[src/rtl/seg_scan_controller.sv]
// seg_scan_controller: time-multiplexed scan of a two-digit seven-segment
// display with blanking gaps between digits and double-buffered digit loads.
// Right digit drives a0 and the left digit drives a1. The cathode bus is shared.
// All drive signals are active-low.
// Optional feature macro: SEG_HEX_DECODE_EN. When it is defined, values 10-15
// decode as A..F. When it is undefined, values 10-15 blank the cathodes.
module seg_scan_controller #(
    parameter int unsigned REFRESH_DIV  = 100000,
    parameter int unsigned BLANK_CYCLES = 1000
) (
    input  logic       clock,
    input  logic       reset,
    input  logic       load,
    input  logic [3:0] digit0_value,
    input  logic [3:0] digit1_value,
    input  logic [1:0] digit_enable,
    output logic       a0,
    output logic       a1,
    output logic [6:0] cathode,
    output logic       frame_tick
);

    localparam int unsigned LP_MAX = (REFRESH_DIV > BLANK_CYCLES) ? REFRESH_DIV : BLANK_CYCLES;
    localparam int unsigned LP_CW  = $clog2(LP_MAX + 1);
    localparam logic [LP_CW-1:0] LP_DIG_LAST = LP_CW'(REFRESH_DIV - 1);
    // With no blanking, BLANK1 is only the post-reset state and leaves after one cycle.
    localparam logic [LP_CW-1:0] LP_BLK_LAST = (BLANK_CYCLES == 0) ? '0 : LP_CW'(BLANK_CYCLES - 1);

    typedef enum logic [1:0] {
        S_DIGIT0 = 2'd0,
        S_BLANK0 = 2'd1,
        S_DIGIT1 = 2'd2,
        S_BLANK1 = 2'd3
    } state_t;

    state_t           r_state;
    state_t           w_next_state;
    logic [LP_CW-1:0] r_cnt;
    logic             w_last;
    logic             w_boundary;

    logic [3:0] r_pend_val0, r_pend_val1, r_act_val0, r_act_val1;
    logic [1:0] r_pend_en, r_act_en;
    logic [3:0] w_act_val0_nxt, w_act_val1_nxt;
    logic [1:0] w_act_en_nxt;

    logic       r_a0, r_a1, r_frame_tick;
    logic [6:0] r_cathode;
    logic       w_a0_nxt, w_a1_nxt;
    logic [6:0] w_cathode_nxt;

    function automatic logic [6:0] seg7(input logic [3:0] v);
        logic [6:0] s;
        case (v)
            4'd0:    s = 7'b0000001;
            4'd1:    s = 7'b1001111;
            4'd2:    s = 7'b0010010;
            4'd3:    s = 7'b0000110;
            4'd4:    s = 7'b1001100;
            4'd5:    s = 7'b0100100;
            4'd6:    s = 7'b0100000;
            4'd7:    s = 7'b0001111;
            4'd8:    s = 7'b0000000;
            4'd9:    s = 7'b0000100;
`ifdef SEG_HEX_DECODE_EN
            4'd10:   s = 7'b0001000;
            4'd11:   s = 7'b1100000;
            4'd12:   s = 7'b0110001;
            4'd13:   s = 7'b1000010;
            4'd14:   s = 7'b0110000;
            4'd15:   s = 7'b0111000;
`endif
            default: s = '1;
        endcase
        return s;
    endfunction

    // Next state, frame boundary, next active buffer and next output drive.
    always_comb begin
        w_last         = 1'b0;
        w_next_state   = r_state;
        w_act_val0_nxt = r_act_val0;
        w_act_val1_nxt = r_act_val1;
        w_act_en_nxt   = r_act_en;
        w_a0_nxt       = 1'b1;
        w_a1_nxt       = 1'b1;
        w_cathode_nxt  = '1;

        case (r_state)
            S_DIGIT0, S_DIGIT1: w_last = (r_cnt == LP_DIG_LAST);
            default:            w_last = (r_cnt == LP_BLK_LAST);
        endcase

        if (w_last) begin
            case (r_state)
                S_DIGIT0: w_next_state = (BLANK_CYCLES == 0) ? S_DIGIT1 : S_BLANK0;
                S_BLANK0: w_next_state = S_DIGIT1;
                S_DIGIT1: w_next_state = (BLANK_CYCLES == 0) ? S_DIGIT0 : S_BLANK1;
                default:  w_next_state = S_DIGIT0;
            endcase
        end

        w_boundary = (w_next_state == S_DIGIT0) && (r_state != S_DIGIT0);

        // A load on the boundary edge bypasses pending straight into active.
        if (w_boundary) begin
            w_act_val0_nxt = load ? digit0_value : r_pend_val0;
            w_act_val1_nxt = load ? digit1_value : r_pend_val1;
            w_act_en_nxt   = load ? digit_enable : r_pend_en;
        end

        case (w_next_state)
            S_DIGIT0: begin
                if (w_act_en_nxt[0]) begin
                    w_a0_nxt      = 1'b0;
                    w_cathode_nxt = seg7(w_act_val0_nxt);
                end
            end
            S_DIGIT1: begin
                if (w_act_en_nxt[1]) begin
                    w_a1_nxt      = 1'b0;
                    w_cathode_nxt = seg7(w_act_val1_nxt);
                end
            end
            default: ;
        endcase
    end

    // State register and the per-state cycle counter, which clears on every state change.
    always_ff @(posedge clock or posedge reset) begin
        if (reset) begin
            r_state <= S_BLANK1;
            r_cnt   <= '0;
        end else begin
            r_state <= w_next_state;
            r_cnt   <= (w_next_state != r_state) ? '0 : r_cnt + LP_CW'(1);
        end
    end

    // Pending and active digit buffers.
    always_ff @(posedge clock or posedge reset) begin
        if (reset) begin
            r_pend_val0 <= '0;
            r_pend_val1 <= '0;
            r_pend_en   <= '0;
            r_act_val0  <= '0;
            r_act_val1  <= '0;
            r_act_en    <= '0;
        end else begin
            if (load) begin
                r_pend_val0 <= digit0_value;
                r_pend_val1 <= digit1_value;
                r_pend_en   <= digit_enable;
            end
            r_act_val0 <= w_act_val0_nxt;
            r_act_val1 <= w_act_val1_nxt;
            r_act_en   <= w_act_en_nxt;
        end
    end

    // Registered display drive, updated on the same edge that enters a state.
    always_ff @(posedge clock or posedge reset) begin
        if (reset) begin
            r_a0         <= 1'b1;
            r_a1         <= 1'b1;
            r_cathode    <= '1;
            r_frame_tick <= 1'b0;
        end else begin
            r_a0         <= w_a0_nxt;
            r_a1         <= w_a1_nxt;
            r_cathode    <= w_cathode_nxt;
            r_frame_tick <= w_boundary;
        end
    end

    assign a0         = r_a0;
    assign a1         = r_a1;
    assign cathode    = r_cathode;
    assign frame_tick = r_frame_tick;

endmodule

[config.mk]
export PLATFORM = sky130hd
export DESIGN_NAME = seg_scan_controller
export DESIGN_NICKNAME = d
export VERILOG_FILES = /design/src/rtl/seg_scan_controller.sv
export SDC_FILE = /design/constraint.sdc
export NUM_CORES = 1
export LEC_CHECK = 0
export ABC_AREA = 1
export CAP_MARGIN = 20
export CORE_MARGIN = 2
export CORE_UTILIZATION = 40
export DETAILED_ROUTE_END_ITERATION = 12
export HOLD_SLACK_MARGIN = 0.05
export SLEW_MARGIN = 20
export SYNTH_ARGS = -nofsm -noshare
export SYNTH_HDL_FRONTEND = slang
export SYNTH_SLANG_ARGS = --single-unit
[constraint.sdc]
create_clock -name clock -period 4.8 [get_ports clock]
set_input_delay 0.96 -clock clock [delete_from_list [all_inputs] [get_ports clock]]
set_output_delay 0.96 -clock clock [all_outputs]
set_load 0.02 [all_outputs]
## After elaboration in Yosys (flattened, before gate mapping)

Memories as Yosys holds them, arrays and structs flattened.
Index checks and enable logic that the tools add are counted.
Widths: inputs -> output; s select.

| operators by class | value |
|---|---|
| add/sub/neg operators | 1 |
| equality and inequality tests | 6 |
| mux-type cells | 17 |
| reduce and logical (&&, ||, !) cells | 5 |

Operator list:

| cell | number |
|---|---|
| $add 17x1->17 const B | 1 |
| $eq 17x10->1 const B | 1 |
| $eq 17x17->1 const B | 1 |
| $mux 17 | 1 |
| $mux 4 | 4 |
| $mux 7 | 2 |
| $pmux 7 s2 | 1 |
| $mux 2 | 3 |
| $pmux 2 s3 | 1 |
| $mux 1 | 5 |
| $eq 2x2->1 const B | 2 |
| $logic_not 2->1 | 2 |
| $eq 2x1->1 const B | 1 |
| $ne 2x2->1 | 1 |
| $reduce_bool 2->1 | 1 |
| $reduce_or 2->1 | 1 |
| $logic_and 1x1->1 | 1 |

| word-level totals | value |
|---|---|
| register bits | 49 |
| bits in read-only memories | 224 |
| bits of input ports | 13 |
| output and inout bits | 10 |
| word-level logic and storage cells | 43 |
| memories kept | 2 |

Memories:

| name | depth | width | read ports | clocked after Yosys merged registers in | write ports | RTL line | RTL |
|---|---|---|---|---|---|---|---|
| (name not given) | 16 | 7 | 1 | 0 | 0 | 54 | `case (v)` |
| (name not given) | 16 | 7 | 1 | 0 | 0 | 54 |  |

## Depth between registers and ports, before layout

An unclocked memory read counts as a cell.

| depth | value |
|---|---|
| depth in word-level cells | 10 |
| depth in mapped cells | 22 |
| depth with buffers taken out | 21 |

## Least setup slack after synthesis

OpenSTA, ideal clock, no wires.

| timing path | value |
|---|---|
| kind | reg-to-reg |
| start point | register r_state[0] |
| end point | register r_cathode[5], in the netlist cathode[5] |
| setup time | 0.072 ns |
| data arrival time | 2.548 ns |
| required time | 4.728 ns |
| setup slack | 2.180 ns |
| stages on the path, launching flop included | 18 |
| path buffers | 2 |
| clock period less this slack | 2.620 ns |
| path through | dfstp_2 > buf_6 > clkinv_2 > ha_1 > or2_2 > nand3_1 > nand2_2 > nor2_4 > nand2_4 > buf_8 > o21ai_4 > inv_1 > ha_1 > inv_1 > nor2_1 > nand3b_1 > nand2_1 > inv_1 |

| on the way | value |
|---|---|
| cells in the longest elaborated chain, start to end | 10 |
| elaborated cells between the ends (all ways) | 19 |
| classes of those cells | 3 x eq/ne; 9 x mux; 5 x reduce/logical; 2 x memory |

Ends and longest elaborated chain:

| item | RTL line | RTL |
|---|---|---|
| from (decl) | 36 | `state_t r_state;` |
| from (signal assigned) | 135 | `r_state <= w_next_state;` |
| $eq 2x2->1 or $logic_not 2->1 (tied branches) | 89, 95 |  |
| $reduce_or 2->1 | 89 | `case (r_state)` |
| $mux 1 | 89 |  |
| $mux 2 (*) | 94 | `if (w_last) begin` |
| named net w_next_state[0] | 37 | `state_t w_next_state;` |
| $logic_not 2->1 (*) | 103 | `w_boundary = (w_next_state == S_DIGIT0) && (r_state != S_DIGIT0);` |
| $logic_and 1x1->1 (*) | 103 |  |
| $mux 4 (*) | 106 | `if (w_boundary) begin` |
| named net w_act_val0_nxt[0] | 44 | `logic [3:0] w_act_val0_nxt, w_act_val1_nxt;` |
| $mem_v2 16x7 (*) | - |  |
| $mux 7 (*) | 114 | `if (w_act_en_nxt[0]) begin` |
| $pmux 7 s2 (*) | 112 | `case (w_next_state)` |
| named net w_cathode_nxt[5] | 50 | `logic [6:0] w_cathode_nxt;` |
| to (signal assigned) | 171 | `r_cathode <= w_cathode_nxt;` |
| to (decl) | 48 | `logic [6:0] r_cathode;` |

Mark *: on every way through the listed nets, which the timed path passes. The rest lies on a longest branch.

## Final worst setup path

Ends and elaborated chain as after synthesis.

==> metrics.txt <==
# TYPE chip_impl_metric gauge
chip_impl_metric{name="synthesis.instances",unit=""} 364
chip_impl_metric{name="multi_input_comb_area",unit="µm²"} 1261
chip_impl_metric{name="ioPinCount",unit=""} 23
chip_impl_metric{name="total_number_of_vias",unit=""} 2174
chip_impl_metric{name="worst_clock_skew",unit="ns"} 0.009478
chip_impl_metric{name="clk_path_buf_depth",unit=""} 2
chip_impl_metric{name="clock-sinks",unit=""} 49
chip_impl_info{name="layout.cells.most_common",value="inv_1"} 1
chip_impl_metric{name="antenna_violating_nets_post_route",unit=""} 0
chip_impl_info{name="start_kind",value="flip-flop"} 1
chip_impl_metric{name="wirelength",unit="µm"} 5283
chip_impl_info{name="run_status",value="completed"} 1
chip_impl_info{name="layout.cells.most_common_list",value="inv_1, nand2_1, nor2_1"} 1
chip_impl_metric{name="register_area",unit="µm²"} 1240
chip_impl_metric{name="maximum_number_of_pins_on_one_net_before_global_route_repair",unit=""} 50
chip_impl_metric{name="grt_usage",unit=""} 0.1557
chip_impl_metric{name="clock_latency",unit="ns"} 0.31
chip_impl_info{name="synth.area.top_cells",value="dfrtp_1, dfstp_2, inv_1"} 1
chip_impl_metric{name="total_switching_power",unit="W"} 0.0001665
chip_impl_metric{name="slew_headroom",unit=""} 0.4434
chip_impl_metric{name="cts-buffers-inserted",unit=""} 5
chip_impl_metric{name="ys_seq_area_frac",unit=""} 0.4352
chip_impl_info{name="dr.max_layer_used",value="met4"} 1
chip_impl_metric{name="p_sw_frac",unit=""} 0.2165
chip_impl_metric{name="area_growth",unit="%"} 14.32
chip_impl_metric{name="synth-seq-cells",unit=""} 49
chip_impl_metric{name="fp.dieArea",unit="µm²"} 7814
chip_impl_info{name="tritoncts",value="done"} 1
chip_impl_metric{name="crit_arrival",unit="ns"} 3.30
chip_impl_metric{name="synthDominantCellAreaShare",unit=""} 0.3338
chip_impl_info{name="grt_setup_unrepaired",value="no"} 1
chip_impl_metric{name="portBuffers",unit=""} 22
chip_impl_metric{name="report.power.total",unit="W"} 0.0007689
chip_impl_metric{name="floorplan.core_area",unit="µm²"} 6832
chip_impl_metric{name="grt.overflow.total",unit=""} 0
chip_impl_metric{name="clkPwrFrac",unit=""} 0.408
chip_impl_metric{name="initial_antenna_violation_count",unit=""} 0
chip_impl_info{name="post-synth-top-area-cell",value="dfrtp_1"} 1
chip_impl_metric{name="number_of_library_cell_types_mapped_by_synthesis",unit=""} 29
chip_impl_info{name="critPathKind",value="reg -> reg"} 1
chip_impl_metric{name="layout-drive-gt1-share",unit=""} 0.1421
chip_impl_metric{name="timing_max_transition_violations_final",unit=""} 0
chip_impl_metric{name="wire_length_of_the_first_global_routing_pass",unit="µm"} 9522
chip_impl_metric{name="worstPathRequired",unit="ns"} 5.05
chip_impl_info{name="cp_capture_type",value="flip-flop"} 1
chip_impl_metric{name="num_rows",unit=""} 30
chip_impl_metric{name="setup-violations-final",unit=""} 0
chip_impl_metric{name="fmax",unit="MHz"} 328.8
chip_impl_metric{name="power_density",unit="nW/µm²"} 236.1
chip_impl_metric{name="first_global_vias",unit=""} 2174
chip_impl_info{name="root_buffer",value="clkbuf_8"} 1
chip_impl_metric{name="timing.setup.tns",unit="ns"} 0
chip_impl_metric{name="timing_worst_slew_pin_value",unit="ns"} 0.8340
chip_impl_metric{name="post_synth_instance_area",unit="µm²"} 2849
chip_impl_metric{name="finish.net_count",unit=""} 412
chip_impl_metric{name="diodes",unit=""} 0
chip_impl_metric{name="internal-power",unit="W"} 0.0006024
chip_impl_metric{name="post_synthesis_mean_instance_area",unit="µm²"} 7.827
chip_impl_metric{name="floorplan.die.width",unit="µm"} 88.40
chip_impl_metric{name="dp_hpwl",unit="µm"} 3983
chip_impl_metric{name="drt_pass_1_iters",unit=""} 4
chip_impl_metric{name="h_tree_depth_reported_by_cts",unit=""} 2
chip_impl_metric{name="initialDrtViolationCount",unit=""} 56
chip_impl_metric{name="viasPerCell",unit=""} 4.501
chip_impl_metric{name="yosysWarningCount",unit=""} 0
chip_impl_metric{name="route.layer.met1.wl",unit="µm"} 2362
chip_impl_metric{name="gp_congestion",unit=""} 0.8387
chip_impl_metric{name="pwr-share-comb",unit=""} 0.043
chip_impl_metric{name="cts_hold_buffers",unit=""} 0
chip_impl_metric{name="route.detailed.wl_per_inst",unit="µm"} 10.94
chip_impl_metric{name="met3_length",unit="µm"} 117
chip_impl_metric{name="resized_gates_after_cts",unit=""} 0
chip_impl_metric{name="timing.final.crit_period",unit="ns"} 3.042
chip_impl_metric{name="hold_viol",unit=""} 0
chip_impl_metric{name="p_seq_frac",unit=""} 0.549
chip_impl_metric{name="die_h",unit="µm"} 88.40
chip_impl_metric{name="path_clk_slew",unit="ns"} 0.10
chip_impl_metric{name="post_cts_buffers",unit=""} 0
chip_impl_metric{name="floorplan.initialDensity",unit=""} 0.4170
chip_impl_metric{name="num-fill-cells",unit=""} 716
chip_impl_metric{name="drt_drc_violations_left",unit=""} 0
chip_impl_metric{name="crit_fanout",unit=""} 15
chip_impl_metric{name="tcrit_tclk_final",unit=""} 0.6337
chip_impl_info{name="min_path_type",value="reg -> reg"} 1
chip_impl_metric{name="timing.max_cap.violations",unit=""} 0
chip_impl_metric{name="static-leakage-power",unit="nW"} 1.659
chip_impl_metric{name="synthesis.nets",unit=""} 390
chip_impl_metric{name="met2RoutedLength",unit="µm"} 2731
chip_impl_metric{name="ir_worst_vdd",unit="V"} 0.0001516
metrics by stage:
stage	utilization	hold WS (ns)	setup slack, ns	std cells	area, µm²
3_5_place_dp	0.4590	0.4587	1.606	475	3136
6_report	0.4767	0.4750	1.758	483	3257
2_1_floorplan	-	0.4329	2.180	364	2849
4_1_cts	0.4766	0.4736	1.754	483	3256
5_1_grt	0.4767	0.5081	1.479	483	3257
3_3_place_gp	0.4590	0.4501	1.646	475	3136
layout make-up:
| cell class | instances | area share |
|---|---|---|
| clock inverter | 2 | 0.01153 |
| clock buffer | 6 | 0.02536 |
| inverter | 78 | 0.09066 |
| tap | 96 | 0.03688 |
| multi-input combinational | 230 | 0.3872 |
| timing repair buffer | 22 | 0.06761 |
| sequential | 49 | 0.3807 |
synth_stat cells:
| cell | number |
|---|---|
| nand2_1 | 64 |
| xor2_1 | 8 |
| nand4_1 | 1 |
| inv_2 | 5 |
| nand3_2 | 4 |
| nor2_1 | 59 |
| o21ai_4 | 2 |
| or2_2 | 1 |
| nor3_1 | 8 |
| nor4_1 | 1 |
| clkinv_2 | 1 |
| buf_2 | 1 |
| o21ai_2 | 1 |
| buf_6 | 2 |
| inv_1 | 72 |
| nand2_2 | 12 |
| nor2_4 | 1 |
| a31oi_1 | 1 |
| dfstp_2 | 11 |
| nor3b_1 | 2 |
| nand3_1 | 27 |
| clkbuf_1 | 3 |
| xnor2_1 | 1 |
| ha_1 | 13 |
| buf_8 | 1 |
| nand3b_1 | 2 |
| dfrtp_1 | 38 |
| o21ai_0 | 14 |
| nand2_4 | 8 |
critical path, stage by stage, from the launching register on:
cell and delay (ns):
dfstp_2 0.62, clkinv_2 0.13, ha_1 0.23, or2_2 0.27, nand3_1 0.10, nand2_2 0.11
nor2_4 0.30, nand2_4 0.24, o21ai_4 0.24, inv_1 0.11, ha_1 0.28, inv_1 0.03
nor2_1 0.12, nand3b_1 0.12, nand2_1 0.05, inv_1 0.04
routing by layer:
metal	vias to the layer above	GRT usage
met5	-	0
met4	0	0.04545
met3	5	0.02799
met2	19	0.2837
met1	1022	0.1870
li1	1128	-
cells by family after synthesis:
| group | after synthesis | synth area share |
|---|---|---|
| flops | 49 | 0.4352 |
| simple gates | 190 | 0.3166 |
| compound gates | 18 | 0.04128 |
| fa+ha+maj | 13 | 0.05709 |
| buf+inv | 85 | 0.1221 |
| xor+xnor | 9 | 0.02767 |
power groups by stage:
stage	registers, W	clock network, W	logic, W
6_report	0.000422	0.000314	0.0000329
2_1_floorplan	0.000429	0	0.0000187
3_3_place_gp	0.000430	0	0.0000334
5_1_grt	0.000423	0.000342	0.0000384
4_1_cts	0.000422	0.000325	0.0000342
3_5_place_dp	0.000430	0	0.0000342
sequential cells by signal, summed over array words and instances (netlist names):
register and cells:
a0 1, a1 1, cathode 7, frame_tick 1, r_act_en 2, r_act_val0 4
r_act_val1 4, r_cnt 17, r_pend_en 2, r_pend_val0 4, r_pend_val1 4, r_state 2
worst paths after layout:
path                                       from                   end  slack [ns]  depth (start not counted)
min in group asynchronous                 reset   r_cnt[11]$_DFF_PP0_        1.10                          2
min reg2reg                 r_cnt[14]$_DFF_PP0_   r_cnt[14]$_DFF_PP0_        0.48                          1
max                        r_state[0]$_DFF_PP1_  cathode[5]$_DFF_PP1_        1.76                         15
min                         r_cnt[14]$_DFF_PP0_   r_cnt[14]$_DFF_PP0_        0.48                          1
max in group asynchronous                 reset    r_cnt[1]$_DFF_PP0_        3.19                          2
max reg2reg                r_state[0]$_DFF_PP1_  cathode[5]$_DFF_PP1_        1.76                         15
(Power assumes the default switching activity.)
